===== config.mk =====
export PLATFORM = sky130hd
export DESIGN_NAME = mem_arbiter
export DESIGN_NICKNAME = d
export VERILOG_FILES = /design/src/rtl/mem_arb_pkg.sv /design/src/rtl/mem_arb_pick.sv /design/src/rtl/mem_arbiter.sv
export SDC_FILE = /design/constraint.sdc
export NUM_CORES = 1
export LEC_CHECK = 0
export ABC_AREA = 1
export CORE_MARGIN = 1
export CORE_UTILIZATION = 40
export DETAILED_ROUTE_END_ITERATION = 7
export PLACE_DENSITY = 0.79
export SETUP_SLACK_MARGIN = 0.2
export SLEW_MARGIN = 15
export SYNTH_ARGS = -nofsm -noshare
export SYNTH_HDL_FRONTEND = slang
export SYNTH_SLANG_ARGS = --single-unit

===== constraint.sdc =====
create_clock -name clk -period 6.5 [get_ports clk]
set_clock_uncertainty 0.2 [all_clocks]
set_input_delay 0.975 -clock clk [delete_from_list [all_inputs] [get_ports clk]]
set_output_delay 0.975 -clock clk [all_outputs]
set_load 0.02 [all_outputs]

===== src/rtl/mem_arb_pkg.sv =====
// rtl/mem_arb_pkg.sv - shared types, requester IDs and width defaults for mem_arbiter
package mem_arb_pkg;

    localparam int ADDR_W_DEF = 32;
    localparam int DATA_W_DEF = 32;

    localparam logic REQ_I = 1'b0;
    localparam logic REQ_D = 1'b1;

    typedef enum logic [1:0] {
        IDLE      = 2'd0,
        ISSUE     = 2'd1,
        WAIT_RESP = 2'd2
    } arbState_t;

endpackage


===== src/rtl/mem_arb_pick.sv =====
// rtl/mem_arb_pick.sv - grant selection; ARB_ROUND_ROBIN_EN alternates on collisions, else data wins
module mem_arb_pick
    import mem_arb_pkg::*;
(
    input  logic i_req,
    input  logic d_req,
    input  logic lastGrant,
    output logic grant
);

`ifdef ARB_ROUND_ROBIN_EN
    always_comb begin
        if (i_req && d_req) begin
            grant = (lastGrant == REQ_D) ? REQ_I : REQ_D;
        end else begin
            grant = d_req ? REQ_D : REQ_I;
        end
    end
`else
    logic unusedLast;
    assign unusedLast = lastGrant;
    assign grant      = d_req ? REQ_D : REQ_I;
`endif

endmodule


===== src/rtl/mem_arbiter.sv =====
// rtl/mem_arbiter.sv - fetch/data to single memory port arbiter; ARB_ROUND_ROBIN_EN selects round-robin grant
module mem_arbiter
    import mem_arb_pkg::*;
#(
    parameter int ADDR_W = ADDR_W_DEF,
    parameter int DATA_W = DATA_W_DEF
) (
    input  logic                clk,
    input  logic                rst,
    input  logic                i_req,
    input  logic [ADDR_W-1:0]   i_addr,
    output logic [DATA_W-1:0]   i_rdata,
    output logic                i_valid,
    input  logic                d_req,
    input  logic                d_we,
    input  logic [ADDR_W-1:0]   d_addr,
    input  logic [DATA_W-1:0]   d_wdata,
    input  logic [DATA_W/8-1:0] d_wmask,
    output logic [DATA_W-1:0]   d_rdata,
    output logic                d_valid,
    output logic                mem_req_valid,
    input  logic                mem_req_ready,
    output logic                mem_rw,
    output logic [ADDR_W-1:0]   mem_addr,
    output logic [DATA_W-1:0]   mem_wdata,
    output logic [DATA_W/8-1:0] mem_wmask,
    input  logic                mem_resp_valid,
    input  logic [DATA_W-1:0]   mem_resp_data,
    output logic                stall
);

    arbState_t            state;
    logic                 grantQ;
    logic                 rwQ;
    logic [ADDR_W-1:0]    addrQ;
    logic [DATA_W-1:0]    wdataQ;
    logic [DATA_W/8-1:0]  wmaskQ;
    logic                 lastGrant;
    logic                 pickGrant;
    logic                 iWant;
    logic                 dWant;

    // A requester still holding req during its own completion pulse must not be re-granted.
    assign iWant = i_req & ~i_valid;
    assign dWant = d_req & ~d_valid;

    assign stall         = (i_req & ~i_valid) | (d_req & ~d_valid);
    assign mem_req_valid = (state == ISSUE);
    assign mem_rw        = rwQ;
    assign mem_addr      = addrQ;
    assign mem_wdata     = wdataQ;
    assign mem_wmask     = wmaskQ;

`ifdef ARB_ROUND_ROBIN_EN
    always_ff @(posedge clk or posedge rst) begin
        if (rst) begin
            lastGrant <= REQ_I;
        end else if (state == IDLE && (iWant || dWant)) begin
            lastGrant <= pickGrant;
        end
    end
`else
    assign lastGrant = REQ_I;
`endif

    mem_arb_pick u_pick (
        .i_req     (iWant),
        .d_req     (dWant),
        .lastGrant (lastGrant),
        .grant     (pickGrant)
    );

    always_ff @(posedge clk or posedge rst) begin
        if (rst) begin
            state   <= IDLE;
            grantQ  <= REQ_I;
            rwQ     <= 1'b0;
            addrQ   <= '0;
            wdataQ  <= '0;
            wmaskQ  <= '0;
            i_valid <= 1'b0;
            d_valid <= 1'b0;
            i_rdata <= '0;
            d_rdata <= '0;
        end else begin
            i_valid <= 1'b0;
            d_valid <= 1'b0;
            case (state)
                IDLE: begin
                    if (iWant || dWant) begin
                        grantQ <= pickGrant;
                        state  <= ISSUE;
                        if (pickGrant == REQ_D) begin
                            rwQ    <= d_we;
                            addrQ  <= d_addr;
                            wdataQ <= d_wdata;
                            wmaskQ <= d_wmask;
                        end else begin
                            rwQ    <= 1'b0;
                            addrQ  <= i_addr;
                            wdataQ <= '0;
                            wmaskQ <= '0;
                        end
                    end
                end
                ISSUE: begin
                    if (mem_req_ready) begin
                        if (rwQ) begin
                            state   <= IDLE;
                            d_valid <= 1'b1;
                        end else begin
                            state <= WAIT_RESP;
                        end
                    end
                end
                WAIT_RESP: begin
                    if (mem_resp_valid) begin
                        state <= IDLE;
                        if (grantQ == REQ_D) begin
                            d_rdata <= mem_resp_data;
                            d_valid <= 1'b1;
                        end else begin
                            i_rdata <= mem_resp_data;
                            i_valid <= 1'b1;
                        end
                    end
                end
                default: state <= IDLE;
            endcase
        end
    end

endmodule


==> results.json <==
{
  "portBuffers": 275,
  "p_switching_w": 0.00178,
  "final_hold_viol_count": 0,
  "routed_wl_mm": 16.4,
  "relSlewSlack_pct": 26.4,
  "synth_cell_types": 17,
  "cts-resized-gates": 0,
  "diodes": 0,
  "areaGrowthSynthToFinish_pct": 57.9,
  "power_frac_clock_pct": 22.7,
  "grt_pass1_wl_mm": 24.8,
  "power_leakage_nw": 4.56,
  "cts-buffers-inserted": 17,
  "yosysTopAreaCell": "dfrtp_1",
  "slew_viol_final": 0,
  "core_area_um2": 14100,
  "r2r_slack_ps": 4140,
  "cp_max_fo": 36,
  "rsz0062_at_grt": "no",
  "h-tree-depth": 4,
  "netlist.area_leader.share_pct": 58.7,
  "worstSetupStartpointType": "primary input",
  "postSynthAreaPerCell_um2": 8.65,
  "ctsHoldBuffers": 0,
  "pwr-share-seq_pct": 31.5,
  "drc": 0,
  "intPower_w": 0.00297,
  "maxCapViolCount": 0,
  "total_power_w": 0.00475,
  "cp-end-kind": "primary output",
  "cts_setup_buffers": 0,
  "tightest_slew_ps": 1100,
  "power.density_nw_per_um2": 512,
  "critPathRequiredTime_ps": 5320,
  "antenna_found_initial": 0,
  "setup-tns-final_ps": 0,
  "final_common_cell": "nand2_1",
  "setup-violations-final": 0,
  "placedCellCount": 1097,
  "crit_type": "primary input to primary output",
  "multi_input_area_um2": 2000,
  "drt_iter0_drc": 228,
  "switching_share_pct": 37.4,
  "grt_pass1_vias": 5076,
  "p_comb_share_pct": 45.8,
  "syn_nets": 822,
  "maxClockFrequency_ghz": 0.239,
  "cts_root_buffer": "clkbuf_16",
  "vdd_ir_drop_max_mv": 0.289,
  "syn_inst": 680,
  "arrival_ps": 3010,
  "drive_gt1_share_pct": 4.54,
  "dp_hpwl_mm": 11.2,
  "fin_crit_ps": 4190,
  "cts_buffer_depth": 2,
  "nets": 1078,
  "overflow": 0,
  "initial_utilization_pct": 41.7,
  "fin_cells": 1128,
  "first_pass_iters": 4,
  "wl_per_cell_um": 14.6,
  "cts.clk_slew.worst_paths_ps": 60,
  "layout_common_cells": "313 x nand2_1, 275 x clkdlybuf4s50_1, 138 x dfrtp_1",
  "clock_sink_count": 138,
  "die_w_um": 123,
  "finalCritPeriodShare_pct": 64.4,
  "routed_via_density": 4.64,
  "status": "finished clean",
  "synth_seq_cells": 138,
  "yosys_warnings": 0,
  "cts_tree": "done",
  "vias": 5236,
  "io_pins": 276,
  "fillers": 1146,
  "grt_max_degree": 82,
  "seq_area_um2": 3450,
  "die_y_um": 123,
  "fp-row-count": 43,
  "fp.dieArea_um2": 15200,
  "ys_top_cells_by_area": "dfrtp_1 59%, nand2_1 20%, nand3_1 5.9%, o21ai_0 4.7%, inv_1 2.6%",
  "hold_path.class": "flop to flop",
  "clk_latency_ps": 410,
  "grt_usage_pct": 21.6,
  "detail-route-antenna-nets": 0,
  "syn_area_um2": 5880,
  "ys_seq_area_share_pct": 58.7,
  "place_congestion": 0.777
}
routing by layer:
metal | GRT usage (%) | vias to the layer above | share of wire [%]
li1 | - | 2636 | -
met1 | 24.4 | 2355 | 41
met2 | 35.8 | 218 | 47
met3 | 9.23 | 27 | 11
met4 | 8.81 | 0 | 2.2
met5 | 0 | - | 0
final timing paths:
check                                     startpoint                        end  cells after the start
max                                            d_req                      stall                      5
max reg2reg                        d_valid$_DFF_PP0_  mem_wdata[13]$_DFFE_PP0P_                      6
max in group asynchronous                        rst    d_rdata[26]$_DFFE_PP0P_                      3
min reg2reg                mem_wdata[12]$_DFFE_PP0P_  mem_wdata[12]$_DFFE_PP0P_                      2
min in group asynchronous                        rst    i_rdata[30]$_DFFE_PP0P_                      2
min                        mem_wdata[12]$_DFFE_PP0P_  mem_wdata[12]$_DFFE_PP0P_                      2
cells by family after synthesis:
group	share of synthesized area, %
AO/OA/AOI/OAI	5.66
AND/OR/NAND/NOR	27.4
buffers and inverters	7.57
adder cells (fa/ha/maj)	0.638
flip-flops	58.7
metrics by stage:
stage               hold WS, ps  area [um2]  utilization [%]  setup slack [ps]
finish                      266        9290             65.9              2310
global route                284        9290             65.9              2230
CTS                         271        9280             65.8              2310
detailed placement          257        8610             61.1              2310
global placement            253        8610             61.1              2340
floorplan                   267        5880                -              1630
power by group through the flow:
| stage | Clock (W) | Combinational (W) | Sequential, W |
|---|---|---|---|
| floorplan | 0 | 0.000653 | 0.00199 |
| global placement | 0 | 0.00216 | 0.00149 |
| detailed placement | 0 | 0.00219 | 0.00150 |
| CTS | 0.00110 | 0.00220 | 0.00150 |
| global route | 0.00114 | 0.00235 | 0.00155 |
| finish | 0.00108 | 0.00217 | 0.00150 |
layout make-up:
cell class,count,area share (%)
repair buffers,278,29.9
inverters,43,1.79
multi-input cells,458,21.5
clock inverters,10,2.02
flip-flops and latches,138,37.2
clock buffers,21,5.17
well taps,180,2.43
worst max-delay path, cell delays in order:
cell	delay (ps)
clkdlybuf4s50_1	460
buf_4	340
nand2_8	240
nand2_8	310
clkdlybuf4s50_1	660
flip-flops by register name (all words and copies together) (netlist names), 2 cells and up:
name / flops
mem_wdata: 32
mem_addr: 32
i_rdata: 32
state: 2
mem_wmask: 4
d_rdata: 32
cells in the mapped netlist, drive strengths merged:
library cell,number
o21ai,65
clkbuf,6
dfrtp,138
inv,43
nand2,317
nor2,3
nand3,69
a21boi,1
buf,35
ha,3
Note: power is estimated with default switching activity, not from simulation.
